**config.mk**
```make
export PLATFORM = sky130hd
export DESIGN_NAME = io_ctrl_flat
export DESIGN_NICKNAME = d
export VERILOG_FILES = /design/src/rtl/io_ctrl_if.sv /design/src/rtl/io_ctrl.sv /design/src/flat_wrapper.sv
export SDC_FILE = /design/constraint.sdc
export NUM_CORES = 1
export LEC_CHECK = 0
export ABC_AREA = 1
export BUFFER_PORTS_ARGS = -buffer_cell sky130_fd_sc_hd__buf_4
export CAP_MARGIN = 20
export CORE_UTILIZATION = 45
export DETAILED_ROUTE_END_ITERATION = 7
export PLACE_DENSITY = 0.66
export REMOVE_ABC_BUFFERS = 1
export SLEW_MARGIN = 20
export SYNTH_ARGS = -nofsm -noshare
export SYNTH_HDL_FRONTEND = slang
export SYNTH_SLANG_ARGS = --single-unit
```
**constraint.sdc**
```tcl
create_clock -name clk_in -period 4.8 [get_ports clk_in]
set_input_delay 0.24 -clock clk_in [delete_from_list [all_inputs] [get_ports clk_in]]
set_output_delay 0.24 -clock clk_in [all_outputs]
set_load 0.02 [all_outputs]
```
**src/rtl/io_ctrl_if.sv**
```systemverilog
// Bus bundle for io_ctrl: cpu access port, external RAM port, uart rx/tx
// handshakes and status flags. master = surrounding system, slave = io_ctrl.
interface io_ctrl_if;
  logic [31:0] cpu_a;
  logic        cpu_wr;
  logic [7:0]  cpu_dout;
  logic [7:0]  cpu_din;
  logic [16:0] ram_a;
  logic        ram_we;
  logic [7:0]  ram_wdata;
  logic [7:0]  ram_rdata;
  logic        rx_valid;
  logic [7:0]  rx_data;
  logic        rx_pop;
  logic        tx_ready;
  logic [7:0]  tx_data;
  logic        tx_push;
  logic        io_full;
  logic        prog_stop;
  logic        tx_overflow;

  modport master (
    output cpu_a, cpu_wr, cpu_dout, ram_rdata, rx_valid, rx_data, tx_ready,
    input  cpu_din, ram_a, ram_we, ram_wdata, rx_pop, tx_data, tx_push,
           io_full, prog_stop, tx_overflow
  );

  modport slave (
    input  cpu_a, cpu_wr, cpu_dout, ram_rdata, rx_valid, rx_data, tx_ready,
    output cpu_din, ram_a, ram_we, ram_wdata, rx_pop, tx_data, tx_push,
           io_full, prog_stop, tx_overflow
  );
endinterface

```
**src/rtl/io_ctrl.sv**
```systemverilog
// CPU-side IO controller: RAM/IO address decode with 2-cycle reads, uart rx
// byte port, cycle-counter snapshot, and a tx FIFO draining into the uart.
module io_ctrl #(
  parameter int TX_AW = 3
) (
  input logic   clk_in,
  input logic   rst_in,
  io_ctrl_if.slave bus
);
  localparam int DEPTH = 1 << TX_AW;
  localparam logic [TX_AW:0] DEPTH_C = (TX_AW+1)'(DEPTH);

  logic [17:0] addr;
  logic [15:0] off;
  logic        is_io;
  logic        rd_io;
  logic        wr_io;
  logic        unused_hi;

  assign addr      = bus.cpu_a[17:0];
  assign off       = addr[15:0];
  assign is_io     = (addr[17:16] == 2'b11);
  assign rd_io     = is_io & ~bus.cpu_wr;
  assign wr_io     = is_io & bus.cpu_wr;
  assign unused_hi = ^bus.cpu_a[31:18];

  assign bus.ram_a     = bus.cpu_a[16:0];
  assign bus.ram_wdata = bus.cpu_dout;
  assign bus.ram_we    = bus.cpu_wr & ~is_io & rst_in;

  logic [31:0] cyc_cnt;
  logic [31:0] snap;
  logic        sel_io_q;
  logic [7:0]  io_byte_q;
  logic [7:0]  io_byte_d;
  logic        snap_take;

  assign bus.rx_pop = rd_io & (off == 16'h0000) & bus.rx_valid & rst_in;
  assign snap_take  = rd_io & (off == 16'h0004);

  // Byte 0 of the counter read is the live value, i.e. the one being latched.
  always_comb begin
    io_byte_d = 8'h00;
    if (rd_io) begin
      case (off)
        16'h0000: io_byte_d = bus.rx_valid ? bus.rx_data : 8'h00;
        16'h0004: io_byte_d = cyc_cnt[7:0];
        16'h0005: io_byte_d = snap[15:8];
        16'h0006: io_byte_d = snap[23:16];
        16'h0007: io_byte_d = snap[31:24];
        default:  io_byte_d = 8'h00;
      endcase
    end
  end

  always_ff @(posedge clk_in or negedge rst_in) begin
    if (!rst_in) begin
      cyc_cnt   <= '0;
      snap      <= '0;
      sel_io_q  <= 1'b0;
      io_byte_q <= 8'h00;
    end else begin
      cyc_cnt   <= cyc_cnt + 32'd1;
      sel_io_q  <= is_io;
      io_byte_q <= io_byte_d;
      if (snap_take) snap <= cyc_cnt;
    end
  end

  assign bus.cpu_din = sel_io_q ? io_byte_q : bus.ram_rdata;

  logic [7:0]       fifo_mem [DEPTH];
  logic [TX_AW-1:0] wr_ptr;
  logic [TX_AW-1:0] rd_ptr;
  logic [TX_AW:0]   count;
  logic             full;
  logic             push_req;
  logic             push_ok;
  logic [7:0]       push_byte;
  logic             drain;
  logic             stop_wr;
  logic             prog_stop_q;
  logic             tx_overflow_q;

  assign stop_wr   = wr_io & (off == 16'h0004);
  assign push_req  = (wr_io & (off == 16'h0000) & (bus.cpu_dout != 8'h00)) | stop_wr;
  assign push_byte = stop_wr ? 8'h00 : bus.cpu_dout;
  assign full      = (count == DEPTH_C);
  // Acceptance looks only at the count at the start of the cycle, so a
  // push into a full FIFO is dropped even if a drain happens in the same cycle.
  assign push_ok   = push_req & ~full;
  assign drain     = (count != '0) & bus.tx_ready;

  always_ff @(posedge clk_in) begin
    if (push_ok) fifo_mem[wr_ptr] <= push_byte;
  end

  always_ff @(posedge clk_in or negedge rst_in) begin
    if (!rst_in) begin
      wr_ptr        <= '0;
      rd_ptr        <= '0;
      count         <= '0;
      prog_stop_q   <= 1'b0;
      tx_overflow_q <= 1'b0;
    end else begin
      if (push_ok) wr_ptr <= wr_ptr + 1'b1;
      if (drain)   rd_ptr <= rd_ptr + 1'b1;
      case ({push_ok, drain})
        2'b10:   count <= count + 1'b1;
        2'b01:   count <= count - 1'b1;
        default: count <= count;
      endcase
      if (stop_wr)           prog_stop_q   <= 1'b1;
      if (push_req && full)  tx_overflow_q <= 1'b1;
    end
  end

  assign bus.tx_data     = fifo_mem[rd_ptr];
  assign bus.tx_push     = drain;
  assign bus.io_full     = full;
  assign bus.prog_stop   = prog_stop_q;
  assign bus.tx_overflow = tx_overflow_q;
endmodule

```
**src/flat_wrapper.sv**
```systemverilog
// flat-port wrapper written by rule: the top's interface ports become plain ports
module io_ctrl_flat 
#(
  parameter int TX_AW = 3
)
  (clk_in, rst_in, bus_cpu_a, bus_cpu_wr, bus_cpu_dout, bus_ram_rdata, bus_rx_valid, bus_rx_data, bus_tx_ready, bus_cpu_din, bus_ram_a, bus_ram_we, bus_ram_wdata, bus_rx_pop, bus_tx_data, bus_tx_push, bus_io_full, bus_prog_stop, bus_tx_overflow);
  io_ctrl_if bus_i ();
  input logic clk_in;
  input logic rst_in;
  input wire logic [$bits(bus_i.cpu_a)-1:0] bus_cpu_a;
  input wire logic [$bits(bus_i.cpu_wr)-1:0] bus_cpu_wr;
  input wire logic [$bits(bus_i.cpu_dout)-1:0] bus_cpu_dout;
  input wire logic [$bits(bus_i.ram_rdata)-1:0] bus_ram_rdata;
  input wire logic [$bits(bus_i.rx_valid)-1:0] bus_rx_valid;
  input wire logic [$bits(bus_i.rx_data)-1:0] bus_rx_data;
  input wire logic [$bits(bus_i.tx_ready)-1:0] bus_tx_ready;
  output wire logic [$bits(bus_i.cpu_din)-1:0] bus_cpu_din;
  output wire logic [$bits(bus_i.ram_a)-1:0] bus_ram_a;
  output wire logic [$bits(bus_i.ram_we)-1:0] bus_ram_we;
  output wire logic [$bits(bus_i.ram_wdata)-1:0] bus_ram_wdata;
  output wire logic [$bits(bus_i.rx_pop)-1:0] bus_rx_pop;
  output wire logic [$bits(bus_i.tx_data)-1:0] bus_tx_data;
  output wire logic [$bits(bus_i.tx_push)-1:0] bus_tx_push;
  output wire logic [$bits(bus_i.io_full)-1:0] bus_io_full;
  output wire logic [$bits(bus_i.prog_stop)-1:0] bus_prog_stop;
  output wire logic [$bits(bus_i.tx_overflow)-1:0] bus_tx_overflow;
  assign bus_i.cpu_a = bus_cpu_a;
  assign bus_i.cpu_wr = bus_cpu_wr;
  assign bus_i.cpu_dout = bus_cpu_dout;
  assign bus_i.ram_rdata = bus_ram_rdata;
  assign bus_i.rx_valid = bus_rx_valid;
  assign bus_i.rx_data = bus_rx_data;
  assign bus_i.tx_ready = bus_tx_ready;
  assign bus_cpu_din = bus_i.cpu_din;
  assign bus_ram_a = bus_i.ram_a;
  assign bus_ram_we = bus_i.ram_we;
  assign bus_ram_wdata = bus_i.ram_wdata;
  assign bus_rx_pop = bus_i.rx_pop;
  assign bus_tx_data = bus_i.tx_data;
  assign bus_tx_push = bus_i.tx_push;
  assign bus_io_full = bus_i.io_full;
  assign bus_prog_stop = bus_i.prog_stop;
  assign bus_tx_overflow = bus_i.tx_overflow;
  io_ctrl #(.TX_AW(TX_AW)) u_core (.clk_in(clk_in), .rst_in(rst_in), .bus(bus_i));
endmodule
```
# Yosys cells after proc, flatten, opt, wreduce, memory -nomap -nowiden
# Memory sizes are Yosys's and may differ from the RTL's.
# Cells that the tools add are included.
dict set report totals {
  ff_bits 85
  n_memories 1
  output_inout_bits 47
  ram_bits 64
}
dict set report classes {
  add_sub_neg 5
  reduce_logical 5
  n_eq_ne 8
  n_mux 8
  bitwise 17
}
# memory depth width read_ports rd_ports_with_merged_regs wr line_no
set mem_list {}
lappend mem_list {u_core.fifo_mem 8 8 1 0 1 io_ctrl.sv:72} ;# logic [7:0] fifo_mem [DEPTH];
# operator n
set op_table {}
lappend op_table {{$eq A16 B3 Y1 const B} 4}
lappend op_table {{$pmux W8 S5} 1}
lappend op_table {{$add A32 B1 Y32 const B} 1}
lappend op_table {{$mux W8} 4}
lappend op_table {{$logic_not A16 Y1} 1}
lappend op_table {{$and A1 B1 Y1} 13}
lappend op_table {{$pmux W4 S2} 1}
lappend op_table {{$reduce_bool A8 Y1} 1}
lappend op_table {{$add A3 B1 Y3 const B} 2}
lappend op_table {{$add A4 B1 Y4 const B} 1}
lappend op_table {{$eq A2 B2 Y1 const B} 2}
lappend op_table {{$eq A4 B4 Y1 const B} 1}
lappend op_table {{$reduce_bool A4 Y1} 1}
lappend op_table {{$sub A4 B1 Y4 const B} 1}
lappend op_table {{$not A1 Y1} 3}
lappend op_table {{$eq A2 B1 Y1 const B} 1}
lappend op_table {{$mux W1} 2}
lappend op_table {{$reduce_bool A2 Y1} 1}
lappend op_table {{$logic_and A1 B1 Y1} 1}
lappend op_table {{$or A1 B1 Y1} 1}

# Longest topological paths before layout
dict set report depth {
  word_depth 8
  ltp_mapped 15
}

# Worst setup path after synthesis
# Ideal clock, no wire load.
dict set report synth_path {
  kind {in2reg}
  start {in bus_cpu_a[7]}
  end {reg u_core.count[2]}
  path_stages 14
  arrival_ps 1969
  slack_ps 2702
  setup_ps 129
  path_buffers 0
  path_cell_list {nor2_1 > nand2_1 > nor2_4 > nand2_4 > o21ai_4 > nand2_1 > ha_1 > nand2_1 > inv_1 > nor2_1 > ha_1 > a21oi_1 > o21ai_0 > o21ai_0}
}
dict set report synth_via {
  elab_chain_cells 7
}
# item line_no
set synth_rtl {}
lappend synth_rtl {{start, declared} flat_wrapper.sv:10} ;# input wire logic [$bits(bus_i.cpu_a)-1:0] bus_cpu_a;
lappend synth_rtl {{$logic_not A16 Y1} io_ctrl.sv:86} ;# assign push_req = (wr_io & (off == 16'h0000) & (bus.cpu_dout != 8'h00)) | stop_wr;
lappend synth_rtl {{$and A1 B1 Y1 (2 in series)} io_ctrl.sv:86}
lappend synth_rtl {{$or A1 B1 Y1 *} io_ctrl.sv:86}
lappend synth_rtl {{$and A1 B1 Y1 *} io_ctrl.sv:91} ;# assign push_ok = push_req & ~full;
lappend synth_rtl {{$eq A2 B1 Y1 or $eq A2 B2 Y1 (tied branches)} io_ctrl.sv:108} ;# case ({push_ok, drain})
lappend synth_rtl {{$pmux W4 S2 or $reduce_bool A2 Y1 (tied branches)} n/a}
lappend synth_rtl {{end signal, assigned} io_ctrl.sv:109} ;# 2'b10: count <= count + 1'b1;
lappend synth_rtl {{end signal, assigned} io_ctrl.sv:110} ;# 2'b01: count <= count - 1'b1;
lappend synth_rtl {{end signal, assigned} io_ctrl.sv:111} ;# default: count <= count;
lappend synth_rtl {{end, declared} io_ctrl.sv:75} ;# logic [TX_AW:0] count;
# Mark *: on every way between the ends. The rest lies on a longest branch, timed or not.
# A chain may end at the register's enable or synchronous reset.

# Worst setup path after layout
dict set report layout_path {
  start {reg u_core.rd_ptr[0]}
  end {out bus_tx_data[4]}
}
dict set report layout_via {
  elab_chain_cells 1
}
# item line_no
set layout_rtl {}
lappend layout_rtl {{start, declared} io_ctrl.sv:74} ;# logic [TX_AW-1:0] rd_ptr;
lappend layout_rtl {{start signal, assigned} io_ctrl.sv:107} ;# if (drain) rd_ptr <= rd_ptr + 1'b1;
lappend layout_rtl {{$mem_v2 Z8 W8} n/a}
lappend layout_rtl {{end, declared} flat_wrapper.sv:22} ;# output wire logic [$bits(bus_i.tx_data)-1:0] bus_tx_data;
# Every way passes these cells.

==> metrics <==
outcome finished clean; via density per instance around 5.4; delay-heaviest family, CP buffers and inverters; P_leak 3.57 nW; critical-path maximum fanout 34; synth top area cells dfrtp_1, edfxtp_1, nand2_1, nor2_1, xor2_1; clk root buf clkbuf_16; MaxCap Viol Count 0; XOR/XNOR Fraction of Synth Area 0.0403; complex-gate fraction of the synthesized area 0.0601; CTS clk-pin slew, worst paths 0.06 ns; Pwr per Cell Area 430 nW/µm²; post-synthesis cell type count 36; first-pass detailed-route iteration total 4; final period utilization 0.627; final worst path period need 3.01 ns; simple-gate area share of the yosys netlist 0.245; Skew-Pair Late Insertion Delay 0.42 ns; Pins Over Slew Limit 0; initial DRC count 402; CP cell instances buf_4 -> clkinv_1 -> nor2_1 -> o32ai_1 -> nand2_1 -> nand2_1 -> buf_4; non-filler cells, final 1000; most common cell after layout, fill and taps aside nand2_1; initial core utilization 0.459; layout cell share with drive strength beyond 1 0.201; total power 3.55 mW; critical path class reg2out; Slowest cell on crit path clkinv_1; worst vdd ir between 0.2 and 0.25 mV; Worst Setup Start Kind register; CTS sink cnt 141; DP Cell Count 967; Die Ht 126 µm; Synth Warn # 0; die area between 15000 and 20000 µm²; post-synth top area cell dfrtp_1; TritonCTS clock tree done; NumNets Final 866; number of global-route vias before repair around 5000; clk_skew 0.00816 ns; post-synthesis adder-cell area fraction 0.0108; # resized after CTS 0; H-Tree Depth 4; Yosys reg bits between 100 and 150; synthesized instance count approximately 730; mapped cell area 6960 µm²; ANT cells 0; DRC Markers 0; hold bufs inserted after CTS 1; Final WS setup 1.79 ns; Final Wtd Congestion 0.864; num rows 45; register area share after synthesis 0.553; fmax 332 MHz; worst slew pin tran 1.06 ns; Die Width 126 µm; Avg Cell Area, Syn roughly 9.5 µm²; CP peak stage delay slightly below 0.9 ns; # fillers 1326; CORE AREA 15100 µm²; area share of the largest cell type after synthesis 0.277; Hold Fails Final Rpt 0; first-pass GRT wire length 25700 µm; drt total wl around 16000 µm; final setup violation count 0; largest net degree at the start of global routing 49; worst slack at placement about 1.8 ns; Bufs and invs on worst path 3; total number of vias 5361; RSZ-0062 raised after global routing false; Worst EP required roughly 4.6 ns; Port-buffer cells 93; crit path DAT 2.77 ns; Final Util 0.546; initial antenna violation count 0; grt total ovfl 0; drt wl/cell 16.1 µm; Layout area overhead 18.8%; largest family of logic cells by synthesized area simple AND/OR/NAND/NOR gates; number of CTS-inserted buffers 17; mux contribution to synthesized area 0.0129; worst min path class in2reg; Post-DRT Antenna Nets 0; Final HPWL DP 11400 µm; setup TNS 0 ns; Slew Limit Headroom 0.290; GRT Util Overall 0.212; most frequent cells in the layout nand2_1, nor2_1, buf_4; io pins 108; Setup Buffers After CTS 0; CP Capture Type primary output; clk buf depth 2
## kinds of logic after synthesis
logic type                 Yosys count
AOI/OAI and AO/OA                   65
xor gates and xnor gates            32
adders and majority gates            6
buffers and inverters              113
DFF                                141
muxes                                8
and+or+nand+nor                    366
## power breakdown
| group | switching (mW) | internal (mW) |
|---|---|---|
| clock | 0.480 | 0.931 |
| sequential | 0.0774 | 1.29 |
| combinational | 0.473 | 0.298 |
| total | 1.03 | 2.52 |
## registers in the layout, summed over array words and instances (netlist names)
signal and flops:
u_core.rd_ptr 3, u_core.bus.tx_overflow 1, u_core.snap 24, u_core.sel_io_q 1, u_core.bus.prog_stop 1, u_core.fifo_mem 64
u_core.wr_ptr 3, u_core.io_byte_q 8, u_core.count 4, u_core.cyc_cnt 32
## routing by layer
metal | global-route usage | vias to the layer above | share of wire
met5 | 0 | - | 0
met1 | 0.266 | 2602 | 0.44
li1 | - | 2572 | -
met2 | 0.349 | 145 | 0.49
met4 | 0.103 | 0 | 0.032
met3 | 0.0464 | 42 | 0.043
## synth_stat cells
library cell and instances:
o32ai_1 16, o21ai_1 18, xnor2_1 3, clkbuf_1 9, edfxtp_1 64, nor2_8 1
a21oi_1 2, nor3_1 16, nor2_4 6, o21ai_2 4, nor2_2 1, a21o_1 1
mux2_2 8, dfrtp_1 77, buf_6 2, ha_1 6, clkinv_1 2, xor2_1 29
inv_2 3, buf_2 8, nand3b_1 8, nand3_2 4, o2111ai_1 1, nand2_4 1
nor2_1 109, nand3_1 31, nand2_1 143, o21ai_4 1, nand4_1 37, inv_1 59
nor3_2 4, nand4_4 1, o21ai_0 22, buf_4 25, nand2_2 4, buf_1 5
## tightest hold or removal path, delay by kind of cell
family                 cells  cell delay (ns)
AND/OR/NAND/NOR            3             0.19
buffers and inverters      1             0.08
## final timing paths
check / startpoint / end / slack, ns / cells past startpoint
hold / removal: bus_tx_ready / u_core.rd_ptr[1] / 0.13 / 4
hold reg to reg: u_core.bus.tx_overflow / u_core.bus.tx_overflow / 0.47 / 1
setup / recovery: u_core.rd_ptr[0] / bus_tx_data[4] / 1.79 / 7
max in group asynchronous: rst_in / u_core.snap[26] / 3.54 / 3
min in group asynchronous: rst_in / u_core.snap[14] / 0.36 / 2
setup reg to reg: u_core.count[0] / u_core.count[2] / 2.52 / 12
## cell type report
cell class | instances | area (µm²) | share of cell area
Multi-Input combinational cell | 477 | 2570 | 0.310
Clock buffer | 20 | 447 | 0.0540
Timing Repair Buffer | 98 | 738 | 0.0893
Inverter | 64 | 240 | 0.0290
Sequential cell | 141 | 3850 | 0.465
Tap cell | 188 | 235 | 0.0284
Clock inverter | 12 | 194 | 0.0234
## stage by stage
stage	area (µm²)	hold WS, ns
2_1_floorplan	6660	-0.0556
3_3_place_gp	7620	0.260
3_5_place_dp	7620	0.268
4_1_cts	8270	0.128
5_1_grt	8270	0.154
6_report	8270	0.131
(Power assumes the default switching activity.)
